File: src/rtl/dbus_hs_pkg.sv
// Shared definitions for the handshaked data-bus interconnect: default bus geometry,
// FSM state encodings and a small state helper used by the top.
package dbus_hs_pkg;

  localparam int DEF_DW  = 16;
  localparam int DEF_AW  = 16;
  localparam int DEF_BSW = 3;

  typedef logic [1:0] state_t;

  localparam logic [1:0] ST_IDLE = 2'd0;
  localparam logic [1:0] ST_BUSY = 2'd1;
  localparam logic [1:0] ST_RESP = 2'd2;
  localparam logic [1:0] ST_ERR  = 2'd3;

  // True for the two states that drive the one-cycle response strobe.
  function automatic logic is_resp_state(input state_t st);
    return (st == ST_RESP) || (st == ST_ERR);
  endfunction

endpackage

File: src/rtl/dbus_hs_if.sv
// Bus bundle between the core, the interconnect and its slaves. Modports are named
// after the side of the interconnect they face: master = core side, slave = slave side.
interface dbus_hs_if
  import dbus_hs_pkg::*;
#(
  parameter int DW   = DEF_DW,
  parameter int AW   = DEF_AW,
  parameter int BSW  = DEF_BSW,
  parameter int NSLV = 2
);

  logic                m_req;
  logic                m_we;
  logic [AW-1:0]       m_addr;
  logic [DW-1:0]       m_din;
  logic                m_gnt;
  logic                m_rvalid;
  logic [DW-1:0]       m_dout;
  logic                m_err;

  logic [NSLV-1:0]     s_sel;
  logic                s_we;
  logic [AW-BSW-1:0]   s_addr;
  logic [DW-1:0]       s_din;
  logic [NSLV-1:0]     s_ack;
  logic [NSLV*DW-1:0]  s_dout;

  modport master (
    input  m_req, m_we, m_addr, m_din,
    output m_gnt, m_rvalid, m_dout, m_err
  );

  modport slave (
    output s_sel, s_we, s_addr, s_din,
    input  s_ack, s_dout
  );

endinterface

File: src/rtl/dbus_hs_tmo.sv
// Wait-state watchdog: counts BUSY cycles and flags the cycle whose edge would
// bring the count to TMO_MAX. TMO_MAX = 0 disables the expiry output entirely.
module dbus_hs_tmo #(
  parameter int TMO_W   = 4,
  parameter int TMO_MAX = 15
)(
  input  logic clk,
  input  logic rst,
  input  logic clr,
  input  logic en,
  output logic expired
);

  logic [TMO_W-1:0] cnt_r;

  // Cycle counter: cleared on entry to BUSY, advances while BUSY.
  always_ff @(posedge clk) begin
    if (rst) begin
      cnt_r <= '0;
    end else if (clr) begin
      cnt_r <= '0;
    end else if (en) begin
      cnt_r <= cnt_r + {{(TMO_W-1){1'b0}}, 1'b1};
    end else begin
      cnt_r <= cnt_r;
    end
  end

  assign expired = en && (TMO_MAX != 0) && (cnt_r == TMO_W'(TMO_MAX - 1));

endmodule

File: src/rtl/dbus_hs.sv
// One-master, NSLV-region data-bus interconnect with slave wait states, unmapped-region
// errors and a bounded ack timeout. One access in flight; responses are one-cycle strobes.
module dbus_hs
  import dbus_hs_pkg::*;
#(
  parameter int DW      = DEF_DW,
  parameter int AW      = DEF_AW,
  parameter int BSW     = DEF_BSW,
  parameter int NSLV    = 2,
  parameter int TMO_W   = 4,
  parameter int TMO_MAX = 15
)(
  input  logic      clk,
  input  logic      rst,
  dbus_hs_if.master mif,
  dbus_hs_if.slave  sif
);

  localparam int OW = AW - BSW;

  state_t          state_r;
  state_t          state_nx_s;
  logic [BSW-1:0]  region_s;
  logic            mapped_s;
  logic            accept_s;
  logic            ack_s;
  logic            tmo_exp_s;
  logic            leave_busy_s;
  logic [NSLV-1:0] onehot_s;
  logic [DW-1:0]   rdata_s;

  logic [NSLV-1:0] sel_r;
  logic            we_r;
  logic [OW-1:0]   addr_r;
  logic [DW-1:0]   din_r;
  logic            rvalid_r;
  logic            err_r;
  logic [DW-1:0]   dout_r;

  assign region_s     = mif.m_addr[AW-1 -: BSW];
  assign mapped_s     = int'(region_s) < NSLV;
  assign accept_s     = (state_r == ST_IDLE) && mif.m_req;
  // Masking with the registered select drops acks from every non-selected slave.
  assign ack_s        = (state_r == ST_BUSY) && (|(sif.s_ack & sel_r));
  assign leave_busy_s = (state_r == ST_BUSY) && (state_nx_s != ST_BUSY);

  // Region decode to a one-hot select.
  always_comb begin
    onehot_s = '0;
    for (int i = 0; i < NSLV; i++) begin
      onehot_s[i] = (int'(region_s) == i);
    end
  end

  // Read-data mux driven by the registered select.
  always_comb begin
    rdata_s = '0;
    for (int i = 0; i < NSLV; i++) begin
      rdata_s = rdata_s | ({DW{sel_r[i]}} & sif.s_dout[i*DW +: DW]);
    end
  end

  // Next-state logic; ack is tested before the timeout so it wins a tie.
  always_comb begin
    state_nx_s = state_r;
    case (state_r)
      ST_IDLE: begin
        if (mif.m_req) begin
          state_nx_s = mapped_s ? ST_BUSY : ST_ERR;
        end else begin
          state_nx_s = ST_IDLE;
        end
      end
      ST_BUSY: begin
        if (ack_s) begin
          state_nx_s = ST_RESP;
        end else if (tmo_exp_s) begin
          state_nx_s = ST_ERR;
        end else begin
          state_nx_s = ST_BUSY;
        end
      end
      ST_RESP: state_nx_s = ST_IDLE;
      ST_ERR:  state_nx_s = ST_IDLE;
      default: state_nx_s = ST_IDLE;
    endcase
  end

  // State, request register and response register.
  always_ff @(posedge clk) begin
    if (rst) begin
      state_r  <= ST_IDLE;
      sel_r    <= '0;
      we_r     <= 1'b0;
      addr_r   <= '0;
      din_r    <= '0;
      rvalid_r <= 1'b0;
      err_r    <= 1'b0;
      dout_r   <= '0;
    end else begin
      state_r  <= state_nx_s;
      rvalid_r <= is_resp_state(state_nx_s);
      err_r    <= (state_nx_s == ST_ERR);
      if (accept_s) begin
        sel_r  <= mapped_s ? onehot_s : '0;
        we_r   <= mapped_s && mif.m_we;
        addr_r <= mif.m_addr[OW-1:0];
        din_r  <= mif.m_din;
      end else if (leave_busy_s) begin
        sel_r  <= '0;
        we_r   <= 1'b0;
      end else begin
        sel_r  <= sel_r;
        we_r   <= we_r;
      end
      if (ack_s) begin
        dout_r <= we_r ? '0 : rdata_s;
      end else if (state_nx_s == ST_ERR) begin
        dout_r <= '0;
      end else begin
        dout_r <= dout_r;
      end
    end
  end

  dbus_hs_tmo #(
    .TMO_W   (TMO_W),
    .TMO_MAX (TMO_MAX)
  ) u_tmo (
    .clk     (clk),
    .rst     (rst),
    .clr     (accept_s && mapped_s),
    .en      (state_r == ST_BUSY),
    .expired (tmo_exp_s)
  );

  assign mif.m_gnt    = (state_r == ST_IDLE);
  assign mif.m_rvalid = rvalid_r;
  assign mif.m_err    = err_r;
  assign mif.m_dout   = dout_r;
  assign sif.s_sel    = sel_r;
  assign sif.s_we     = we_r;
  assign sif.s_addr   = addr_r;
  assign sif.s_din    = din_r;

endmodule

File: src/flat_wrapper.sv
// flat-port wrapper written by rule: the top's interface ports become plain ports
module dbus_hs_flat import dbus_hs_pkg::*;
#(
  parameter int DW      = DEF_DW,
  parameter int AW      = DEF_AW,
  parameter int BSW     = DEF_BSW,
  parameter int NSLV    = 2,
  parameter int TMO_W   = 4,
  parameter int TMO_MAX = 15
)
  (clk, rst, mif_m_req, mif_m_we, mif_m_addr, mif_m_din, mif_m_gnt, mif_m_rvalid, mif_m_dout, mif_m_err, sif_s_sel, sif_s_we, sif_s_addr, sif_s_din, sif_s_ack, sif_s_dout);
  dbus_hs_if #(.DW(DW), .AW(AW), .BSW(BSW), .NSLV(NSLV)) mif_i ();
  dbus_hs_if #(.DW(DW), .AW(AW), .BSW(BSW), .NSLV(NSLV)) sif_i ();
  input  logic clk;
  input  logic rst;
  input wire logic [$bits(mif_i.m_req)-1:0] mif_m_req;
  input wire logic [$bits(mif_i.m_we)-1:0] mif_m_we;
  input wire logic [$bits(mif_i.m_addr)-1:0] mif_m_addr;
  input wire logic [$bits(mif_i.m_din)-1:0] mif_m_din;
  output wire logic [$bits(mif_i.m_gnt)-1:0] mif_m_gnt;
  output wire logic [$bits(mif_i.m_rvalid)-1:0] mif_m_rvalid;
  output wire logic [$bits(mif_i.m_dout)-1:0] mif_m_dout;
  output wire logic [$bits(mif_i.m_err)-1:0] mif_m_err;
  output wire logic [$bits(sif_i.s_sel)-1:0] sif_s_sel;
  output wire logic [$bits(sif_i.s_we)-1:0] sif_s_we;
  output wire logic [$bits(sif_i.s_addr)-1:0] sif_s_addr;
  output wire logic [$bits(sif_i.s_din)-1:0] sif_s_din;
  input wire logic [$bits(sif_i.s_ack)-1:0] sif_s_ack;
  input wire logic [$bits(sif_i.s_dout)-1:0] sif_s_dout;
  assign mif_i.m_req = mif_m_req;
  assign mif_i.m_we = mif_m_we;
  assign mif_i.m_addr = mif_m_addr;
  assign mif_i.m_din = mif_m_din;
  assign mif_m_gnt = mif_i.m_gnt;
  assign mif_m_rvalid = mif_i.m_rvalid;
  assign mif_m_dout = mif_i.m_dout;
  assign mif_m_err = mif_i.m_err;
  assign sif_s_sel = sif_i.s_sel;
  assign sif_s_we = sif_i.s_we;
  assign sif_s_addr = sif_i.s_addr;
  assign sif_s_din = sif_i.s_din;
  assign sif_i.s_ack = sif_s_ack;
  assign sif_i.s_dout = sif_s_dout;
  dbus_hs #(.DW(DW), .AW(AW), .BSW(BSW), .NSLV(NSLV), .TMO_W(TMO_W), .TMO_MAX(TMO_MAX)) u_core (.clk(clk), .rst(rst), .mif(mif_i), .sif(sif_i));
endmodule
File: config.mk
export PLATFORM = sky130hd
export DESIGN_NAME = dbus_hs_flat
export DESIGN_NICKNAME = d
export VERILOG_FILES = /design/src/rtl/dbus_hs_pkg.sv /design/src/rtl/dbus_hs_if.sv /design/src/rtl/dbus_hs_tmo.sv /design/src/rtl/dbus_hs.sv /design/src/flat_wrapper.sv
export SDC_FILE = /design/constraint.sdc
export NUM_CORES = 1
export LEC_CHECK = 0
export CORE_AREA = 8 8 104 106
export CTS_CLUSTER_DIAMETER = 200
export DETAILED_ROUTE_END_ITERATION = 10
export DIE_AREA = 0 0 112 114
export GPL_TIMING_DRIVEN = 0
export HOLD_SLACK_MARGIN = 0.06
export SYNTH_ARGS = -nofsm -noshare
export SYNTH_HDL_FRONTEND = slang
export SYNTH_SLANG_ARGS = --single-unit
export TNS_END_PERCENT = 50
File: constraint.sdc
create_clock -name clk -period 3.9 [get_ports clk]
set_input_delay 1.17 -clock clk [delete_from_list [all_inputs] [get_ports clk]]
set_output_delay 1.17 -clock clk [all_outputs]
set_load 0.01 [all_outputs]
==> results.py, run 1 <==
metrics = {
    "outcome": {
        "status": "finished, final reports clean",
    },
    "detailed_routing": {
        "wl_per_cell_um": 15.5,
        "vias": 2292,
        "drtPass1Iterations": 4,
        "drt-initial-drc-count": 105,
        "viasPerCell": 4.63,
        "wl_um": 7690,
        "ant_nets": 0,
        "drc": 0,
    },
    "critical_path": {
        "cp.arrival_ns": 2.84,
        "crit_type": "in2reg",
        "critPathBufInv": 2,
        "critPathLaunchType": "primary input",
        "required_ns": 4.14,
        "path_max_fanout": 10,
        "critPathCaptureType": "flip-flop",
        "cpMaxStageDelayCell": "clkdlybuf4s50_1",
        "max_stage_delay_ns": 0.49,
        "crit_family": "buffers and inverters",
        "crit_chain": "clkdlybuf4s50_1 -> nor3b_2 -> clkbuf_1 -> nand2_1 -> a21oi_1",
    },
    "placement": {
        "dp_hpwl_um": 5920,
        "finalWeightedCongestion": 0.727,
        "portBuffers": 119,
        "dp_cells": 487,
    },
    "synthesis": {
        "syn_inst": 257,
        "synth_cell_types": 35,
        "seq_area_frac_synth": 0.498,
        "ys_async_sr_fraction": 0,
        "ys.warnings.count": 0,
        "synth_edf_count": 0,
        "ys_seq_elements": 56,
        "syn_avg_cell_area_um2": 8.76,
        "synth_area_um2": 2250,
        "ys.flop_type": "dfxtp_1",
        "synth_nets": 329,
    },
    "cts": {
        "cts_tree": "done",
        "cts.clk_slew.worst_paths_ns": 0.10,
        "cts_hold_buffers": 0,
        "max-clock-path-buffers": 2,
        "htreeDepth": 2,
        "cts_setup_buffers": 0,
        "numCtsBuffers": 5,
        "post_cts_resized": 0,
        "cts.sinks": 56,
        "clock-root-buffer": "clkbuf_8",
        "insertion_delay_ns": 0.31,
    },
    "layout": {
        "final_cells": 495,
        "layout_common_cells": "clkdlybuf4s50_1, nand2_1, dfxtp_1, a21oi_1, a22oi_1",
        "areaGrowthSynthToFinish_pct": 64.7,
        "num_antenna_cells": 0,
        "final_common_cell": "clkdlybuf4s50_1",
        "layout-drive-gt1-share": 0.0599,
        "fin_nets": 455,
    },
    "global_routing": {
        "grt_max_degree": 17,
        "grtUsageTotal": 0.117,
        "grt_pass1_vias": 2375,
        "grt_pass1_wl_um": 12200,
        "overflow": 0,
        "grt_antenna_before_repair": 0,
    },
    "timing": {
        "rsz0062_at_grt": "false",
        "slew_headroom": 0.635,
        "fin_crit_ns": 2.60,
        "tns_ns": 0,
        "post-route-period-util": 0.666,
        "setup_viol": 0,
        "hold_viol_final": 0,
        "drv_slew": 0,
        "fin_skew_ns": 0.00624,
        "max_freq_mhz": 385,
        "tightest_slew_ns": 0.545,
    },
    "floorplanning": {
        "die_h_um": 114,
        "io_pins": 121,
        "fp-row-count": 35,
        "die_x_um": 112,
        "start_util": 0.247,
        "core_area_um2": 9110,
        "die_area_um2": 12800,
    },
    "flow_run": {
        "cap_viol_max_count": 0,
    },
    "worst_hold_path": {
        "hp-class": "reg2reg",
    },
    "pwr": {
        "p_leak_nw": 1.25,
        "ir_worst_vdd_mv": 0.156,
        "p_per_area_nw_per_um2": 345,
    },
}
## synthesized netlist by cell type, types with 2 or more instances
master | count | area share
nand4_1 | 3 | 0.0083
nand2_1 | 60 | 0.10
nor2_1 | 5 | 0.0083
a21oi_1 | 36 | 0.080
buf_2 | 5 | 0.011
ha_1 | 2 | 0.011
a32oi_1 | 2 | 0.0078
nand2b_1 | 16 | 0.044
clkbuf_1 | 13 | 0.022
dfxtp_1 | 56 | 0.50
o32ai_1 | 16 | 0.062
nand3_1 | 2 | 0.0044
o21ba_2 | 2 | 0.0089
o21ai_0 | 2 | 0.0044
a22oi_1 | 17 | 0.057
## metal layers
metal | up-vias | share of wire | GRT usage
met5 | - | 0 | 0
met4 | 0 | 0.0069 | 0.0252
met3 | 6 | 0.11 | 0.0581
met2 | 90 | 0.45 | 0.193
met1 | 1036 | 0.44 | 0.134
li1 | 1160 | - | -
## power by group
part           total (mW)  switching, mW  internal [mW]
Clock               0.415          0.188          0.227
Combinational       0.246          0.108          0.138
Sequential          0.616         0.0170          0.599
Total                1.28          0.313          0.964
## worst min-delay path: stages, from the launching register on
cell     delay, ns
dfxtp_1       0.32
nand2_1       0.05
a21oi_1       0.05
## final cells by class
type / count / area, µm²
flip-flops and latches: 56 / 1120
inverters: 1 / 3.75
fillers: 919 / 5400
well taps: 111 / 139
clock buffers: 7 / 96.3
repair buffers: 119 / 1190
multi-input cells: 179 / 1030
clock inverters: 1 / 30.0
plain buffers: 21 / 96.3
## stage by stage
stage | power, mW | worst slack [ns] | instance area, µm² | hold slack (ns) | util
3_5_place_dp | 0.879 | 0.955 | 3580 | 0.447 | 0.393
4_1_cts | 1.30 | 1.29 | 3710 | 0.460 | 0.407
6_report | 1.28 | 1.30 | 3710 | 0.459 | 0.407
2_1_floorplan | 0.727 | 1.65 | 2250 | 0.459 | -
3_3_place_gp | 0.877 | 0.967 | 3580 | 0.441 | 0.393
5_1_grt | 1.35 | 1.11 | 3710 | 0.479 | 0.407
## flip-flops by register name, summed over array words and instances, names as in the netlist
| register | count |
|---|---|
| u_core.mif.m_dout | 16 |
| u_core.mif.m_err | 1 |
| u_core.mif.m_rvalid | 1 |
| u_core.sif.s_addr | 13 |
| u_core.sif.s_din | 16 |
| u_core.sif.s_sel | 2 |
| u_core.sif.s_we | 1 |
| u_core.state_r | 2 |
| u_core.u_tmo.cnt_r | 4 |
## final timing paths
check | cells after the start | slack, ns | from | endpoint
setup / recovery | 5 | 1.30 | mif_m_req | u_core.sif.s_din[5]
hold / removal | 2 | 0.46 | u_core.sif.s_din[3] | u_core.sif.s_din[3]
setup reg to reg | 6 | 2.14 | u_core.u_tmo.cnt_r[0] | u_core.mif.m_dout[11]
hold reg to reg | 2 | 0.46 | u_core.sif.s_din[3] | u_core.sif.s_din[3]
## cells by family (layout without fill, tap and decap cells)
kind of cell	count (synthesis)	count (layout)	share of synthesized area
adders and majority gates	2	2	0.0111
buffers and inverters	22	149	0.0445
and+or+nand+nor	96	96	0.203
xor gates and xnor gates	1	1	0.00389
DFF	56	56	0.498
AOI/OAI and AO/OA	80	80	0.240
Power figures use the tool's default switching activity.
==> run 2, diff against run 1 <==
- clock period: 3.9 -> 2.6 ns (I/O delays scaled with it)
==> results of run 2 <==
Same layout as run 1 (identical final DEF). Status: finished, final reports clean.
Main changes from that run: setup slack after placement 0.955 ns -> 0.0447 ns; setup slack after layout 1.30 ns -> 0.391 ns; register-to-register setup slack 2.14 ns -> 0.84 ns; total power 1.28 mW -> 1.92 mW; worst IR drop on VDD 0.156 mV -> 0.234 mV
==> run 3, diff against run 2 <==
- clock period: 2.6 -> 2.2 ns (I/O delays scaled with it)
==> results.py, run 3 (synthesis gave the netlist of run 1 again) <==
metrics = {
    "critical_path": {
        "cp.arrival_ns": 2.25,
        "required_ns": 2.39,
        "critPathLaunchType": "primary input",
        "path_max_fanout": 10,
        "critPathCaptureType": "flip-flop",
        "crit_type": "in2reg",
    },
    "global_routing": {
        "use_met3": 0.0581,
        "grt-busiest-layer": "met2",
        "grt_pass1_vias": 2375,
        "grtUsageTotal": 0.117,
        "grt_pass1_wl_um": 12200,
        "overflow": 0,
        "grt_use_met2": 0.193,
        "grt_antenna_before_repair": 0,
        "grt_max_degree": 17,
        "met1_usage": 0.134,
    },
    "detailed_routing": {
        "drtPass1Iterations": 4,
        "wl_per_cell_um": 15.5,
        "drt-initial-drc-count": 100,
        "wl_um": 7690,
        "viasPerCell": 4.62,
        "drc": 0,
        "ant_nets": 0,
        "vias": 2288,
    },
    "cts": {
        "cts.clk_slew.worst_paths_ns": 0.10,
        "cts.sinks": 56,
        "insertion_delay_ns": 0.31,
        "max-clock-path-buffers": 2,
        "numCtsBuffers": 5,
        "cts_hold_buffers": 0,
        "clock-root-buffer": "clkbuf_8",
        "cts_tree": "done",
        "htreeDepth": 2,
    },
    "layout": {
        "areaGrowthSynthToFinish_pct": 65.0,
        "final_common_cell": "clkdlybuf4s50_1",
        "fin_nets": 455,
        "num_antenna_cells": 0,
        "layout-drive-gt1-share": 0.0599,
        "fin_util": 0.408,
        "layout_common_cells": "clkdlybuf4s50_1, nand2_1, dfxtp_1, a21oi_1, a22oi_1",
    },
    "timing": {
        "post-route-period-util": 0.936,
        "tightest_slew_ns": 0.539,
        "tns_ns": 0,
        "slew_headroom": 0.640,
        "setup_viol": 0,
        "rsz0062_at_grt": "false",
        "fin_crit_ns": 2.06,
        "max_freq_mhz": 486,
        "fin_skew_ns": 0.00651,
        "drv_slew": 0,
        "hold_viol_final": 0,
    },
    "worst_hold_path": {
        "hp-class": "reg2reg",
    },
    "floorplanning": {
        "fp-row-count": 35,
        "die_x_um": 112,
        "core_area_um2": 9110,
        "die_h_um": 114,
        "start_util": 0.247,
        "io_pins": 121,
        "die_area_um2": 12800,
    },
    "outcome": {
        "status": "finished, final reports clean",
    },
    "pwr": {
        "ir_worst_vdd_mv": 0.276,
        "p_per_area_nw_per_um2": 610,
        "p_leak_nw": 1.25,
    },
    "placement": {
        "dp_hpwl_um": 5920,
        "finalWeightedCongestion": 0.727,
        "portBuffers": 119,
    },
    "flow_run": {
        "cap_viol_max_count": 0,
    },
}
## run 3: cell types whose count changed in the layout (fill, tap and decap cells not counted)
cell     change
nor3b_4      +1
nor3b_2      -1
## run 3: metal layers
layer,vias up,share of wire
li1,1162,-
met1,1024,0.44
met2,96,0.44
met3,6,0.11
met4,0,0.0069
met5,-,0
## run 3: final timing paths
check	slack (ns)	to	cells after the start	startpoint
hold reg to reg	0.46	u_core.sif.s_din[3]	2	u_core.sif.s_din[3]
hold / removal	0.46	u_core.sif.s_din[3]	2	u_core.sif.s_din[3]
setup reg to reg	0.45	u_core.mif.m_dout[11]	6	u_core.u_tmo.cnt_r[0]
setup / recovery	0.14	u_core.mif.m_dout[8]	6	mif_m_req
## run 3: stage by stage
step	power, mW	hold slack [ns]	std cells	setup slack [ns]	area [µm²]
final	2.26	0.459	495	0.141	3710
after global routing	2.40	0.479	495	0.0277	3710
after CTS	2.30	0.460	495	0.0964	3710
after detailed placement	1.56	0.447	487	-0.235	3580
after global placement	1.55	0.441	487	-0.223	3580
after floorplan	1.29	0.459	257	0.463	2250
## run 3: report_power, final
part / leakage (nW) / switching [mW] / internal (mW)
logic: 0.726 / 0.192 / 0.246
clock network: 0.0645 / 0.331 / 0.402
registers: 0.457 / 0.0311 / 1.06
total: 1.25 / 0.554 / 1.71
## run 3: worst max-delay path: stages
cell and delay [ns]:
clkdlybuf4s50_1 0.50, or3b_1 0.34, buf_2 0.17, nor2_4 0.24, buf_4 0.23, o32ai_1 0.10
## run 3: layout make-up
type,count,area (µm²)
Tap cell,111,139
Clock buffer,7,96.3
Buffer,21,96.3
Sequential cell,56,1120
Fill cell,919,5400
Clock inverter,1,30.0
Multi-Input combinational cell,179,1040
Timing Repair Buffer,119,1190
Inverter,1,3.75
## run 3: timing repair
| action | in CTS | in global routing |
|---|---|---|
| setup endpoints to repair | 0 | 9 |
| buffers inserted | 0 | 0 |
| gates resized for setup | 0 | 1 |
